**src/rtl/bp_cce_gpr_wr_sched_if.sv**
```systemverilog
// rtl/bp_cce_gpr_wr_sched_if.sv - request/grant bus of the CCE GPR write-port scheduler
interface bp_cce_gpr_wr_sched_if #(
    parameter int num_gpr_p   = 8,
    parameter int gpr_width_p = 64
);
    localparam int gpr_sel_width_lp = $clog2(num_gpr_p);

    logic                        inst_v_i;
    logic                        inst_w_v_i;
    logic [gpr_sel_width_lp-1:0] inst_dst_i;
    logic [num_gpr_p-1:0]        inst_src_mask_i;
    logic [gpr_width_p-1:0]      inst_data_i;
    logic                        stall_o;

    logic                        dir_v_i;
    logic [gpr_sel_width_lp-1:0] dir_dst_i;
    logic [gpr_width_p-1:0]      dir_data_i;
    logic                        dir_ready_o;

    logic                        cfg_v_i;
    logic [gpr_sel_width_lp-1:0] cfg_dst_i;
    logic [gpr_width_p-1:0]      cfg_data_i;
    logic                        cfg_ready_o;

    logic                        gpr_w_v_o;
    logic [gpr_sel_width_lp-1:0] gpr_w_sel_o;
    logic [gpr_width_p-1:0]      gpr_w_data_o;
    logic [num_gpr_p-1:0]        pending_o;

    modport slave (
        input  inst_v_i, inst_w_v_i, inst_dst_i, inst_src_mask_i, inst_data_i,
        input  dir_v_i, dir_dst_i, dir_data_i,
        input  cfg_v_i, cfg_dst_i, cfg_data_i,
        output stall_o, dir_ready_o, cfg_ready_o,
        output gpr_w_v_o, gpr_w_sel_o, gpr_w_data_o, pending_o
    );

    modport master (
        output inst_v_i, inst_w_v_i, inst_dst_i, inst_src_mask_i, inst_data_i,
        output dir_v_i, dir_dst_i, dir_data_i,
        output cfg_v_i, cfg_dst_i, cfg_data_i,
        input  stall_o, dir_ready_o, cfg_ready_o,
        input  gpr_w_v_o, gpr_w_sel_o, gpr_w_data_o, pending_o
    );
endinterface

```
**src/rtl/bp_cce_gpr_wr_sched.sv**
```systemverilog
// rtl/bp_cce_gpr_wr_sched.sv - GPR write-port scheduler with directory FIFO and pending-write scoreboard
// Optional same-cycle directory bypass: BP_CCE_GPR_WR_SCHED_BYPASS_EN
module bp_cce_gpr_wr_sched #(
    parameter int num_gpr_p      = 8,
    parameter int gpr_width_p    = 64,
    parameter int dir_fifo_els_p = 2,
    parameter int starve_limit_p = 4
) (
    input logic                    clk_i,
    input logic                    reset_i,
    bp_cce_gpr_wr_sched_if.slave   bus
);
    localparam int gpr_sel_width_lp = $clog2(num_gpr_p);
    localparam int cnt_width_lp     = $clog2(dir_fifo_els_p + 1);
    localparam int ptr_width_lp     = $clog2(dir_fifo_els_p);
    localparam int starve_width_lp  = $clog2(starve_limit_p + 1);

    typedef enum logic [2:0] {
        GNT_NONE,
        GNT_FIFO,
        GNT_DIR,
        GNT_INST,
        GNT_CFG
    } gnt_e;

    logic [gpr_sel_width_lp-1:0] fifo_dst_q  [dir_fifo_els_p];
    logic [gpr_width_p-1:0]      fifo_data_q [dir_fifo_els_p];
    logic [ptr_width_lp-1:0]     wptr_q, wptr_d, rptr_q, rptr_d;
    logic [cnt_width_lp-1:0]     fill_q, fill_d;
    logic [cnt_width_lp-1:0]     cnt_q [num_gpr_p];
    logic [cnt_width_lp-1:0]     cnt_d [num_gpr_p];
    logic [starve_width_lp-1:0]  starve_q, starve_d;

    logic [num_gpr_p-1:0]        pend;
    logic                        full, empty, hazard, starve_ovr, enq, deq;
    logic [gpr_sel_width_lp-1:0] head_dst;
    gnt_e                        gnt;

    always_comb begin
        pend = '0;
        for (int i = 0; i < num_gpr_p; i++) begin
            pend[i] = (cnt_q[i] != '0);
        end
    end

    assign full       = (fill_q == cnt_width_lp'(dir_fifo_els_p));
    assign empty      = (fill_q == '0);
    assign head_dst   = fifo_dst_q[rptr_q];
    assign hazard     = (|(bus.inst_src_mask_i & pend)) | (bus.inst_w_v_i & pend[bus.inst_dst_i]);
    assign starve_ovr = bus.cfg_v_i & (starve_q == starve_width_lp'(starve_limit_p));

    // Fixed-priority arbitration; nothing is granted while reset is held.
    always_comb begin
        gnt = GNT_NONE;
        if (reset_i) begin
            gnt = GNT_NONE;
        end else if (starve_ovr) begin
            gnt = GNT_CFG;
        end else if (!empty) begin
            gnt = GNT_FIFO;
`ifdef BP_CCE_GPR_WR_SCHED_BYPASS_EN
        end else if (bus.dir_v_i) begin
            gnt = GNT_DIR;
`endif
        end else if (bus.inst_v_i && bus.inst_w_v_i && !hazard) begin
            gnt = GNT_INST;
        end else if (bus.cfg_v_i) begin
            gnt = GNT_CFG;
        end
    end

    always_comb begin
        bus.gpr_w_v_o    = 1'b0;
        bus.gpr_w_sel_o  = '0;
        bus.gpr_w_data_o = '0;
        case (gnt)
            GNT_FIFO: begin
                bus.gpr_w_v_o    = 1'b1;
                bus.gpr_w_sel_o  = head_dst;
                bus.gpr_w_data_o = fifo_data_q[rptr_q];
            end
            GNT_DIR: begin
                bus.gpr_w_v_o    = 1'b1;
                bus.gpr_w_sel_o  = bus.dir_dst_i;
                bus.gpr_w_data_o = bus.dir_data_i;
            end
            GNT_INST: begin
                bus.gpr_w_v_o    = 1'b1;
                bus.gpr_w_sel_o  = bus.inst_dst_i;
                bus.gpr_w_data_o = bus.inst_data_i;
            end
            GNT_CFG: begin
                bus.gpr_w_v_o    = 1'b1;
                bus.gpr_w_sel_o  = bus.cfg_dst_i;
                bus.gpr_w_data_o = bus.cfg_data_i;
            end
            default: begin
                bus.gpr_w_v_o    = 1'b0;
            end
        endcase
    end

    assign bus.stall_o     = ~reset_i & bus.inst_v_i & (hazard | (bus.inst_w_v_i & (gnt != GNT_INST)));
    assign bus.cfg_ready_o = (gnt == GNT_CFG);
    assign bus.dir_ready_o = ~full;
    assign bus.pending_o   = reset_i ? '0 : pend;

    // A bypassed directory write never occupies a FIFO slot or a scoreboard count.
    assign enq = bus.dir_v_i & ~full & ~reset_i & (gnt != GNT_DIR);
    assign deq = (gnt == GNT_FIFO);

    always_comb begin
        wptr_d = enq ? wptr_q + ptr_width_lp'(1) : wptr_q;
        rptr_d = deq ? rptr_q + ptr_width_lp'(1) : rptr_q;
        fill_d = fill_q;
        if (enq && !deq) fill_d = fill_q + cnt_width_lp'(1);
        if (!enq && deq) fill_d = fill_q - cnt_width_lp'(1);
        for (int i = 0; i < num_gpr_p; i++) begin
            cnt_d[i] = cnt_q[i];
            if (enq && bus.dir_dst_i == gpr_sel_width_lp'(i)) cnt_d[i] = cnt_d[i] + cnt_width_lp'(1);
            if (deq && head_dst == gpr_sel_width_lp'(i))      cnt_d[i] = cnt_d[i] - cnt_width_lp'(1);
        end
    end

    always_comb begin
        starve_d = starve_q;
        if (!bus.cfg_v_i || gnt == GNT_CFG) begin
            starve_d = '0;
        end else if (starve_q != starve_width_lp'(starve_limit_p)) begin
            starve_d = starve_q + starve_width_lp'(1);
        end
    end

    always_ff @(posedge clk_i) begin
        if (reset_i) begin
            wptr_q   <= '0;
            rptr_q   <= '0;
            fill_q   <= '0;
            starve_q <= '0;
            for (int i = 0; i < num_gpr_p; i++) begin
                cnt_q[i] <= '0;
            end
        end else begin
            wptr_q   <= wptr_d;
            rptr_q   <= rptr_d;
            fill_q   <= fill_d;
            starve_q <= starve_d;
            for (int i = 0; i < num_gpr_p; i++) begin
                cnt_q[i] <= cnt_d[i];
            end
        end
    end

    // Entry storage needs no reset: stale slots are unreachable once the pointers clear.
    always_ff @(posedge clk_i) begin
        if (enq) begin
            fifo_dst_q[wptr_q]  <= bus.dir_dst_i;
            fifo_data_q[wptr_q] <= bus.dir_data_i;
        end
    end
endmodule

```
**src/flat_wrapper.sv**
```systemverilog
// flat-port wrapper written by rule: the top's interface ports become plain ports
module bp_cce_gpr_wr_sched_flat 
#(
    parameter int num_gpr_p      = 8,
    parameter int gpr_width_p    = 64,
    parameter int dir_fifo_els_p = 2,
    parameter int starve_limit_p = 4
)
  (clk_i, reset_i, bus_inst_v_i, bus_inst_w_v_i, bus_inst_dst_i, bus_inst_src_mask_i, bus_inst_data_i, bus_dir_v_i, bus_dir_dst_i, bus_dir_data_i, bus_cfg_v_i, bus_cfg_dst_i, bus_cfg_data_i, bus_stall_o, bus_dir_ready_o, bus_cfg_ready_o, bus_gpr_w_v_o, bus_gpr_w_sel_o, bus_gpr_w_data_o, bus_pending_o);
  bp_cce_gpr_wr_sched_if #(.num_gpr_p(num_gpr_p), .gpr_width_p(gpr_width_p)) bus_i ();
  input logic clk_i;
  input logic reset_i;
  input wire logic [$bits(bus_i.inst_v_i)-1:0] bus_inst_v_i;
  input wire logic [$bits(bus_i.inst_w_v_i)-1:0] bus_inst_w_v_i;
  input wire logic [$bits(bus_i.inst_dst_i)-1:0] bus_inst_dst_i;
  input wire logic [$bits(bus_i.inst_src_mask_i)-1:0] bus_inst_src_mask_i;
  input wire logic [$bits(bus_i.inst_data_i)-1:0] bus_inst_data_i;
  input wire logic [$bits(bus_i.dir_v_i)-1:0] bus_dir_v_i;
  input wire logic [$bits(bus_i.dir_dst_i)-1:0] bus_dir_dst_i;
  input wire logic [$bits(bus_i.dir_data_i)-1:0] bus_dir_data_i;
  input wire logic [$bits(bus_i.cfg_v_i)-1:0] bus_cfg_v_i;
  input wire logic [$bits(bus_i.cfg_dst_i)-1:0] bus_cfg_dst_i;
  input wire logic [$bits(bus_i.cfg_data_i)-1:0] bus_cfg_data_i;
  output wire logic [$bits(bus_i.stall_o)-1:0] bus_stall_o;
  output wire logic [$bits(bus_i.dir_ready_o)-1:0] bus_dir_ready_o;
  output wire logic [$bits(bus_i.cfg_ready_o)-1:0] bus_cfg_ready_o;
  output wire logic [$bits(bus_i.gpr_w_v_o)-1:0] bus_gpr_w_v_o;
  output wire logic [$bits(bus_i.gpr_w_sel_o)-1:0] bus_gpr_w_sel_o;
  output wire logic [$bits(bus_i.gpr_w_data_o)-1:0] bus_gpr_w_data_o;
  output wire logic [$bits(bus_i.pending_o)-1:0] bus_pending_o;
  assign bus_i.inst_v_i = bus_inst_v_i;
  assign bus_i.inst_w_v_i = bus_inst_w_v_i;
  assign bus_i.inst_dst_i = bus_inst_dst_i;
  assign bus_i.inst_src_mask_i = bus_inst_src_mask_i;
  assign bus_i.inst_data_i = bus_inst_data_i;
  assign bus_i.dir_v_i = bus_dir_v_i;
  assign bus_i.dir_dst_i = bus_dir_dst_i;
  assign bus_i.dir_data_i = bus_dir_data_i;
  assign bus_i.cfg_v_i = bus_cfg_v_i;
  assign bus_i.cfg_dst_i = bus_cfg_dst_i;
  assign bus_i.cfg_data_i = bus_cfg_data_i;
  assign bus_stall_o = bus_i.stall_o;
  assign bus_dir_ready_o = bus_i.dir_ready_o;
  assign bus_cfg_ready_o = bus_i.cfg_ready_o;
  assign bus_gpr_w_v_o = bus_i.gpr_w_v_o;
  assign bus_gpr_w_sel_o = bus_i.gpr_w_sel_o;
  assign bus_gpr_w_data_o = bus_i.gpr_w_data_o;
  assign bus_pending_o = bus_i.pending_o;
  bp_cce_gpr_wr_sched #(.num_gpr_p(num_gpr_p), .gpr_width_p(gpr_width_p), .dir_fifo_els_p(dir_fifo_els_p), .starve_limit_p(starve_limit_p)) u_core (.clk_i(clk_i), .reset_i(reset_i), .bus(bus_i));
endmodule
```
**config.mk**
```make
export PLATFORM = sky130hd
export DESIGN_NAME = bp_cce_gpr_wr_sched_flat
export DESIGN_NICKNAME = d
export VERILOG_FILES = /design/src/rtl/bp_cce_gpr_wr_sched_if.sv /design/src/rtl/bp_cce_gpr_wr_sched.sv /design/src/flat_wrapper.sv
export SDC_FILE = /design/constraint.sdc
export NUM_CORES = 1
export LEC_CHECK = 0
export CORE_ASPECT_RATIO = 1.25
export CORE_MARGIN = 5
export CORE_UTILIZATION = 46
export CTS_BUF_LIST = sky130_fd_sc_hd__clkbuf_2
export DETAILED_ROUTE_END_ITERATION = 10
export PLACE_DENSITY = 0.84
export SYNTH_ARGS = -nofsm -noshare
export SYNTH_HDL_FRONTEND = slang
export SYNTH_SLANG_ARGS = --single-unit
```
**constraint.sdc**
```tcl
create_clock -name clk_i -period 6.2 [get_ports clk_i]
set_input_delay 1.24 -clock clk_i [delete_from_list [all_inputs] [get_ports clk_i]]
set_output_delay 1.24 -clock clk_i [all_outputs]
set_load 0.05 [all_outputs]
```
==> impl_metrics.py, run 1 <==
metrics = {
    "setup_path": {
        "required_ns": 4.96,
        "cp-start-kind": "input pin",
        "r2r-end": "u_core.cnt_q[0][3]",
        "r2r_slack_ns": 3.38,
        "worstRegToRegCells": 6,
        "crit_path_end_kind": "primary output",
        "arrival_ns": 4.12,
        "crit_type": "in -> out",
        "path_max_fanout": 22,
    },
    "drt": {
        "drtIter0Drc": 340,
        "wl_per_cell_um": 19.25,
        "viasPerCell": 5.349,
        "vias": 5932,
        "route.detailed.drc": 0,
        "dr.pass1.iters": 5,
        "routed_wl_um": 21350,
        "drt.antenna.violating_nets": 0,
    },
    "placement": {
        "place_congestion": 0.8160,
        "place_hpwl_um": 15940,
        "port-buffer-count": 293,
        "pre_cts_ws_ns": 0.8407,
    },
    "synthesis": {
        "syn_nets": 820,
        "ys_seq_elements": 158,
        "synthCells": 594,
        "synth_seq_area_share_pct": 59.20,
        "yosysWarnings": 0,
        "synth_flop_cell": "edfxtp_1",
        "synth_area_um2": 7609,
        "synth_cell_type_count": 44,
        "synth_edf_count": 134,
        "synthArstFlopShare_pct": 0,
        "syn_avg_cell_area_um2": 12.81,
    },
    "worst_hold_path": {
        "hold_path_depth": 1,
        "hold_path_end": "u_core.starve_q[0]",
        "min_path_type": "reg -> reg",
        "hold_start": "u_core.starve_q[0]",
    },
    "sta": {
        "max_freq_ghz": 0.1864,
        "tightest_slew_ns": 1.088,
        "fin_crit_sh_pct": 86.53,
        "layout_min_cycle_time_ns": 5.365,
        "hold_violations": 0,
        "final.setup.tns_ns": 0,
        "rsz0062_at_grt": "false",
        "fin_ws_ns": 0.8351,
        "setup_viol": 0,
        "skew_ns": 0.02958,
        "slew_headroom_pct": 27.31,
        "timing.final.max_slew_violations": 0,
    },
    "global_route": {
        "met2_usage_pct": 40.84,
        "grt.busiest_layer": "met2",
        "grtUsageMet3_pct": 6.384,
        "grt_usage_pct": 21.68,
        "grt.overflow.total": 0,
        "grt_pass1_vias": 6185,
        "antenna_found_initial": 3,
        "grt_start_max_net_pins": 68,
        "grt_pass1_wl_um": 32710,
        "met1_usage_pct": 23.18,
    },
    "clock_tree": {
        "postCtsSetupRepairBufs": 0,
        "clockRootBuffer": "clkbuf_2",
        "cts_buffers": 17,
        "post_cts_resized": 0,
        "clk_pin_slew_ns": 0.20,
        "cts.sinks": 158,
        "hold_buffers": 0,
        "cts_buffer_depth": 2,
        "cts_tree": "done",
        "clk_latency_ns": 0.71,
        "htree_levels": 4,
    },
    "floorplan": {
        "die_y_um": 153.8,
        "core-area_um2": 16200,
        "rows": 52,
        "dieArea_um2": 19230,
        "die_w_um": 125.0,
        "boundaryPins": 294,
        "start_util_pct": 46.96,
    },
    "status": {
        "status": "complete, no violations",
    },
    "pwr": {
        "power_mw": 3.974,
        "ir_worst_vdd_v": 0.0002336,
        "pwr_density_cell_nw_per_um2": 353.7,
        "leakagePower_nw": 3.863,
    },
    "final_layout": {
        "post-route-util_pct": 69.35,
        "area_growth_pct": 47.66,
        "nets": 1105,
        "drive_above_1_share_pct": 13.68,
    },
    "flow_run": {
        "drv_cap": 0,
    },
}
[cell usage in the layout (no fill, tap or decap), types with 23 or more instances in the layout]
cell	count
a221o_1	67
buf_12	33
buf_4	40
clkdlybuf4s50_1	228
dfxtp_1	23
edfxtp_1	134
inv_1	28
mux2i_1	69
nand2_1	23
nor2_1	99
[layer usage]
metal	part of all wire, %	wire (µm)
met3	6.9	1472
met2	56	11940
met1	35	7572
met5	0.16	34
met4	1.5	330
[where the power goes]
group	switching [mW]	internal, mW	total [mW]
clock network	0.359	0.186	0.546
registers	0.0806	1.24	1.32
logic	1.21	0.891	2.11
total	1.65	2.32	3.97
[area by class of cell]
class	instances	area, µm²
fill	1132	4966
sequential	158	4508
inverter	28	105.1
multi-input combinational	373	2873
timing repair buffer	301	3243
clock buffer	18	90.09
antenna	1	2.502
tap	216	270.3
clock inverter	14	142.6
[synthesized netlist by cell type (2+ instances only)]
library cell  number  area [µm²]
a21oi_1            6       30.03
a221o_1           67       670.6
a31oi_1            6       37.54
buf_1              2       7.510
buf_2             10       50.05
buf_6              3       33.78
clkbuf_1          20       75.07
dfxtp_1           24       480.5
edfxtp_1         134        4024
ha_1              11       137.6
inv_1             28       105.1
mux2_2             2       22.52
mux2i_1           69       690.7
mux4_2             7       157.7
nand2_1           23       86.33
nand2b_1          10       62.56
nand3_1            3       15.01
nand3b_1           2       15.01
nor2_1           100       375.4
nor2b_1            2       12.51
nor3_1            11       55.05
nor3b_1            3       22.52
nor4_1             3       18.77
nor4_2             2       25.02
nor4b_1            2       17.52
o2111ai_1          2       17.52
o21ai_0            2       10.01
or3_1              4       25.02
xnor2_1           19       166.4
xor2_1             3       26.28
[kinds of logic after synthesis]
group,after synthesis,share of synthesized area (%)
AO/OA/AOI/OAI,90,11.10
buffers and inverters,63,3.568
XOR/XNOR,22,2.533
multiplexers,79,11.63
flip-flops,158,59.20
AND/OR/NAND/NOR,171,10.16
adder cells (fa/ha/maj),11,1.809
[critical path: stages]
cell and delay, ns:
clkdlybuf4s50_1 0.56, mux4_2 0.54, mux2i_2 0.24, o41ai_4 0.14, a21oi_4 0.23, buf_4 0.30, clkdlybuf4s50_1 0.86
[worst max-delay path by stage]
stage,from,end,depth (start not counted)
floorplan,reset_i,u_core.fifo_data_q[0][0],4
global placement,bus_inst_dst_i[2],bus_cfg_ready_o,7
detailed placement,bus_inst_dst_i[2],bus_cfg_ready_o,7
CTS,bus_inst_dst_i[2],bus_cfg_ready_o,7
global route,bus_inst_dst_i[2],bus_cfg_ready_o,7
finish,bus_inst_dst_i[2],bus_cfg_ready_o,7
[stage by stage]
step	std cells	cell area, µm²	hold slack [ns]
2_1_floorplan	594	7609	0.4291
3_3_place_gp	1076	11000	0.4404
3_5_place_dp	1076	11000	0.4605
4_1_cts	1108	11230	0.4839
5_1_grt	1109	11230	0.5157
6_report	1109	11230	0.4796
[state kept, by name, indices dropped and copies added, names as in the netlist, named ones only]
register,flops
u_core.fifo_dst_q,6
u_core.cnt_q,16
u_core.rptr_q,1
u_core.wptr_q,1
u_core.fifo_data_q,128
u_core.fill_q,2
u_core.starve_q,3
No activity file was read; power rests on OpenSTA's default activity.
==> inputs of run 2 (changes only) <==
CORE_UTILIZATION = 44   (was 46)
CTS_BUF_LIST = sky130_fd_sc_hd__clkbuf_16   (was sky130_fd_sc_hd__clkbuf_2)
PLACE_DENSITY = 0.8   (was 0.84)
==> run 2 against run 1 <==
Utilization shrank 1.5 points. Final cell count grew 0.27%. Via count grew 0.49%. Die area grew 4.2%. Clock skew shrank 0.020 ns. Critical path depth is the same. Non-clock buffer count is the same. Total power grew 11%. Setup slack lost 0.16 ns. Clock-buffer cell count shrank 1. Critical endpoint unchanged. Highest routed layer unchanged.
==> impl_metrics.py, run 2 (synthesis gave the netlist of run 1 again) <==
metrics = {
    "setup_path": {
        "arrival_ns": 4.29,
        "worstSetupStartpoint": "bus_inst_dst_i[2]",
        "r2r-end": "u_core.cnt_q[0][1]",
        "slowest_stage": "clkdlybuf4s50_1",
        "cp-endpoint": "bus_cfg_ready_o",
        "crit_chain": "clkdlybuf4s50_1 -> mux4_2 -> mux2i_2 -> o41ai_4 -> a21oi_4 -> buf_4 -> clkdlybuf4s50_1",
        "path_depth": 7,
        "worstRegToRegCells": 6,
        "crit_path_max_incr_delay_ns": 0.86,
        "crit_type": "in -> out",
        "crit_path_frequent_cell": "clkdlybuf4s50_1",
        "crit_path_end_kind": "primary output",
        "r2r_slack_ns": 3.09,
        "path_max_fanout": 22,
        "required_ns": 4.96,
        "cp-start-kind": "input pin",
        "cp.buffers_inverters": 3,
        "cp_top_family": "buffers and inverters",
    },
    "final_layout": {
        "regMostFlops": "u_core.fifo_data_q",
        "largest_register_ffs": 128,
        "drive_above_1_share_pct": 13.45,
        "largestRegisters": "u_core.fifo_data_q (128), u_core.cnt_q (16), u_core.fifo_dst_q (6)",
        "mostFrequentLayoutCells": "232 x clkdlybuf4s50_1, 134 x edfxtp_1, 99 x nor2_1",
        "post-route-util_pct": 67.80,
        "instances_no_fill": 1112,
        "final_common_cell": "clkdlybuf4s50_1",
        "n_antenna_cell": 0,
        "area_growth_pct": 50.68,
        "nets": 1105,
    },
    "pwr": {
        "ir_worst_vdd_v": 0.0002298,
        "power_mw": 4.398,
        "pwr_density_cell_nw_per_um2": 383.6,
        "leakagePower_nw": 3.979,
    },
    "clock_tree": {
        "postCtsSetupRepairBufs": 0,
        "clockRootBuffer": "clkbuf_16",
        "cts_buffers": 17,
        "cts_tree": "done",
        "hold_buffers": 0,
        "cts.sinks": 158,
        "clk_pin_slew_ns": 0.06,
        "htree_levels": 4,
        "post_cts_resized": 0,
        "clk_latency_ns": 0.42,
        "cts_buffer_depth": 2,
    },
    "sta": {
        "hold_violations": 0,
        "final.setup.tns_ns": 0,
        "fin_crit_sh_pct": 89.18,
        "layout_min_cycle_time_ns": 5.529,
        "timing.final.max_slew_violations": 0,
        "tightest_slew_ns": 1.116,
        "setup_viol": 0,
        "slew_headroom_pct": 25.34,
        "rsz0062_at_grt": "false",
        "hold_ws_ns": 0.4710,
        "max_freq_ghz": 0.1809,
        "skew_ns": 0.009179,
    },
    "global_route": {
        "grt_start_max_net_pins": 68,
        "grt_pass1_vias": 6286,
        "grt_usage_pct": 21.04,
        "antenna_found_initial": 1,
        "grt_pass1_wl_um": 32460,
        "grt.overflow.total": 0,
    },
    "flow_run": {
        "drv_cap": 0,
    },
    "floorplan": {
        "boundaryPins": 294,
        "die_y_um": 157.0,
        "rows": 53,
        "start_util_pct": 44.99,
        "dieArea_um2": 20040,
        "core-area_um2": 16910,
        "die_w_um": 127.6,
    },
    "drt": {
        "routed_wl_um": 21630,
        "wl_per_cell_um": 19.45,
        "dr.pass1.iters": 4,
        "vias": 5961,
        "drtIter0Drc": 319,
        "drt.antenna.violating_nets": 0,
        "route.detailed.drc": 0,
        "viasPerCell": 5.361,
    },
    "worst_hold_path": {
        "min_path_type": "reg -> reg",
    },
    "placement": {
        "placed_cells": 1080,
        "place_hpwl_um": 15880,
        "place_congestion": 0.8066,
        "port-buffer-count": 293,
    },
    "status": {
        "status": "complete, no violations",
    },
}
## run 2: cell count changes in the layout (fill, tap and decap cells not counted), moves of 2 or more
cell,previous run,this run
clkbuf_16,0,17
buf_12,33,21
buf_4,40,48
clkinvlp_4,3,1
clkbuf_2,18,0
inv_6,3,5
clkinv_1,3,0
inv_8,0,3
clkdlybuf4s50_1,228,232
## run 2: metal layers
metal | part of all wire, % | track usage [%] | vias up
li1 | - | - | 2849
met1 | 37 | 23.76 | 2848
met2 | 52 | 37.34 | 230
met3 | 7.9 | 6.755 | 32
met4 | 2.3 | 7.583 | 2
met5 | 0.032 | 0 | -
## run 2: how the worst min path moves through the flow
stage	slack (ns)	to	depth (start not counted)	start
after floorplan	0.43	u_core.starve_q[0]	1	u_core.starve_q[0]
after global placement	0.44	u_core.starve_q[0]	1	u_core.starve_q[0]
after detailed placement	0.46	u_core.starve_q[0]	1	u_core.starve_q[0]
after CTS	0.47	u_core.starve_q[0]	1	u_core.starve_q[0]
after global routing	0.50	u_core.starve_q[0]	1	u_core.starve_q[0]
final	0.47	u_core.starve_q[0]	1	u_core.starve_q[0]
## run 2: metrics by stage
| stage | area [µm²] | setup slack [ns] |
|---|---|---|
| after floorplan | 7609 | 1.122 |
| after global placement | 10860 | 0.7281 |
| after detailed placement | 10860 | 0.6841 |
| after CTS | 11460 | 0.6925 |
| after global routing | 11460 | 0.6006 |
| final | 11460 | 0.6711 |
## run 2: cell type report
type | instances | area, µm²
Multi-Input combinational cell | 373 | 2873
Inverter | 28 | 105.1
Tap cell | 220 | 275.3
Sequential cell | 158 | 4508
Fill cell | 1256 | 5445
Clock inverter | 15 | 175.2
Timing Repair Buffer | 301 | 3103
Clock buffer | 17 | 425.4
## run 2: power breakdown
part	internal [mW]	switching, mW
Combinational	0.825	1.20
Clock	0.608	0.442
Sequential	1.24	0.0777
Total	2.68	1.72
==> inputs of run 3 (changes only) <==
CAP_MARGIN = 20   (was unset)
==> run 3 against run 2 <==
Combinational power about the same. Routed wire length decreased by 0.18%. Total power increased by 0.16%. Clock power about the same. Maximum frequency about the same. Non-clock buffer count increased by 1. First-iteration DRC count increased by 3.4%. Clock skew about the same. Worst hold slack improved by 0.00053 ns. Critical path depth unchanged. Critical path type unchanged.
==> impl_metrics.py, run 3 (synthesis gave the netlist of run 1 again) <==
metrics = {
    "pwr": {
        "leakagePower_nw": 3.990,
        "switching_share_pct": 39.04,
        "comb_power_share_pct": 46.2,
        "p_seq_share_pct": 30.0,
        "clkPwrFrac_pct": 23.8,
        "internal-power_mw": 2.685,
        "power.switching_mw": 1.720,
        "power_mw": 4.405,
        "ir_worst_vdd_v": 0.0002297,
        "pwr_density_cell_nw_per_um2": 383.5,
    },
    "final_layout": {
        "largest_register_ffs": 128,
        "final_common_cell": "clkdlybuf4s50_1",
        "largestRegisters": "u_core.fifo_data_q (128), u_core.cnt_q (16), u_core.fifo_dst_q (6)",
        "nets": 1106,
        "area_growth_pct": 50.95,
        "mostFrequentLayoutCells": "232 x clkdlybuf4s50_1, 134 x edfxtp_1, 99 x nor2_1",
        "n_antenna_cell": 0,
        "drive_above_1_share_pct": 13.55,
        "regMostFlops": "u_core.fifo_data_q",
    },
    "placement": {
        "place_congestion": 0.8066,
        "place_hpwl_um": 15880,
        "port-buffer-count": 293,
    },
    "sta": {
        "final.setup.tns_ns": 0,
        "hold_ws_ns": 0.4716,
        "tightest_slew_ns": 0.9864,
        "timing.final.max_slew_violations": 0,
        "max_freq_ghz": 0.1808,
        "layout_min_cycle_time_ns": 5.530,
        "slew_headroom_pct": 34.24,
        "skew_ns": 0.008762,
        "hold_violations": 0,
        "fin_crit_sh_pct": 89.19,
        "setup_viol": 0,
        "rsz0062_at_grt": "false",
    },
    "floorplan": {
        "core-area_um2": 16910,
        "rows": 53,
        "die_y_um": 157.0,
        "die_w_um": 127.6,
        "dieArea_um2": 20040,
        "start_util_pct": 44.99,
        "boundaryPins": 294,
    },
    "global_route": {
        "grt_start_max_net_pins": 68,
        "grt.overflow.total": 0,
        "grt_pass1_wl_um": 32460,
        "grt_usage_pct": 21.04,
        "antenna_found_initial": 1,
        "grt_pass1_vias": 6286,
    },
    "clock_tree": {
        "clk_latency_ns": 0.42,
        "cts_buffers": 17,
        "cts.sinks": 158,
        "cts_buffer_depth": 2,
        "clk_pin_slew_ns": 0.06,
        "htree_levels": 4,
        "clockRootBuffer": "clkbuf_16",
        "postCtsSetupRepairBufs": 0,
        "cts_tree": "done",
        "post_cts_resized": 0,
        "hold_buffers": 0,
    },
    "setup_path": {
        "crit_chain": "clkdlybuf4s50_1 -> mux4_2 -> mux2i_2 -> o41ai_4 -> a21oi_4 -> buf_4 -> clkdlybuf4s50_1",
        "crit_path_end_kind": "primary output",
        "r2r-end": "u_core.cnt_q[0][1]",
        "crit_type": "in -> out",
        "worstRegToRegCells": 6,
        "arrival_ns": 4.29,
        "cp.buffers_inverters": 3,
        "slowest_stage": "clkdlybuf4s50_1",
        "required_ns": 4.96,
        "r2r_slack_ns": 3.10,
        "path_max_fanout": 22,
        "cp-start-kind": "input pin",
        "crit_path_frequent_cell": "clkdlybuf4s50_1",
        "crit_path_max_incr_delay_ns": 0.86,
        "cp_top_family": "buffers and inverters",
    },
    "worst_hold_path": {
        "min_path_type": "reg -> reg",
        "hold_path_end": "u_core.starve_q[0]",
        "hold_path_depth": 1,
        "hold_start": "u_core.starve_q[0]",
    },
    "drt": {
        "routed_wl_um": 21590,
        "routed-wl-met2_um": 11270,
        "drtIter0Drc": 330,
        "viasPerCell": 5.383,
        "drt.antenna.violating_nets": 0,
        "vias": 5991,
        "dr.pass1.iters": 5,
        "route.detailed.drc": 0,
        "routedLengthMet1_um": 8119,
        "top_layer_used": "met5",
        "wl_per_cell_um": 19.40,
        "met3_length_um": 1633,
    },
    "status": {
        "status": "complete, no violations",
    },
    "flow_run": {
        "drv_cap": 0,
    },
}
## run 3: final cells by class
cell class                 count  area, µm²
clock buffer                  17      425.4
clock inverter                15      175.2
fill                        1254       5425
inverter                      28      105.1
multi-input combinational    373       2873
sequential                   158       4508
tap                          220      275.3
timing repair buffer         302       3123
## run 3: how the worst max path moves through the flow
stage / from / endpoint / depth (start not counted)
2_1_floorplan: reset_i / u_core.fifo_data_q[0][0] / 4
6_report: bus_inst_dst_i[2] / bus_cfg_ready_o / 7
3_3_place_gp: bus_inst_dst_i[2] / bus_cfg_ready_o / 7
5_1_grt: bus_inst_dst_i[2] / bus_cfg_ready_o / 7
3_5_place_dp: bus_inst_dst_i[2] / bus_cfg_ready_o / 7
4_1_cts: bus_inst_dst_i[2] / bus_cfg_ready_o / 7
## run 3: per-stage QoR
stage / std cells / instance area, µm² / utilization, % / worst slack, ns
6_report: 1113 / 11480 / 67.92 / 0.6700
5_1_grt: 1113 / 11480 / 67.92 / 0.6037
4_1_cts: 1112 / 11460 / 67.80 / 0.6925
3_5_place_dp: 1080 / 10860 / 64.25 / 0.6841
3_3_place_gp: 1080 / 10860 / 64.25 / 0.7281
2_1_floorplan: 594 / 7609 / - / 1.122
## run 3: per-layer routing
| layer | vias up | global-route usage [%] |
|---|---|---|
| met1 | 2872 | 23.76 |
| li1 | 2846 | - |
| met2 | 229 | 37.34 |
| met4 | 2 | 7.583 |
| met5 | - | 0 |
| met3 | 42 | 6.755 |
## run 3: power groups by stage
stage / registers [mW] / logic [mW] / clock network [mW]
finish: 1.32 / 2.04 / 1.05
global route: 1.33 / 2.14 / 1.12
CTS: 1.32 / 2.04 / 1.07
detailed placement: 1.35 / 2.04 / 0
global placement: 1.34 / 2.02 / 0
floorplan: 1.29 / 1.33 / 0
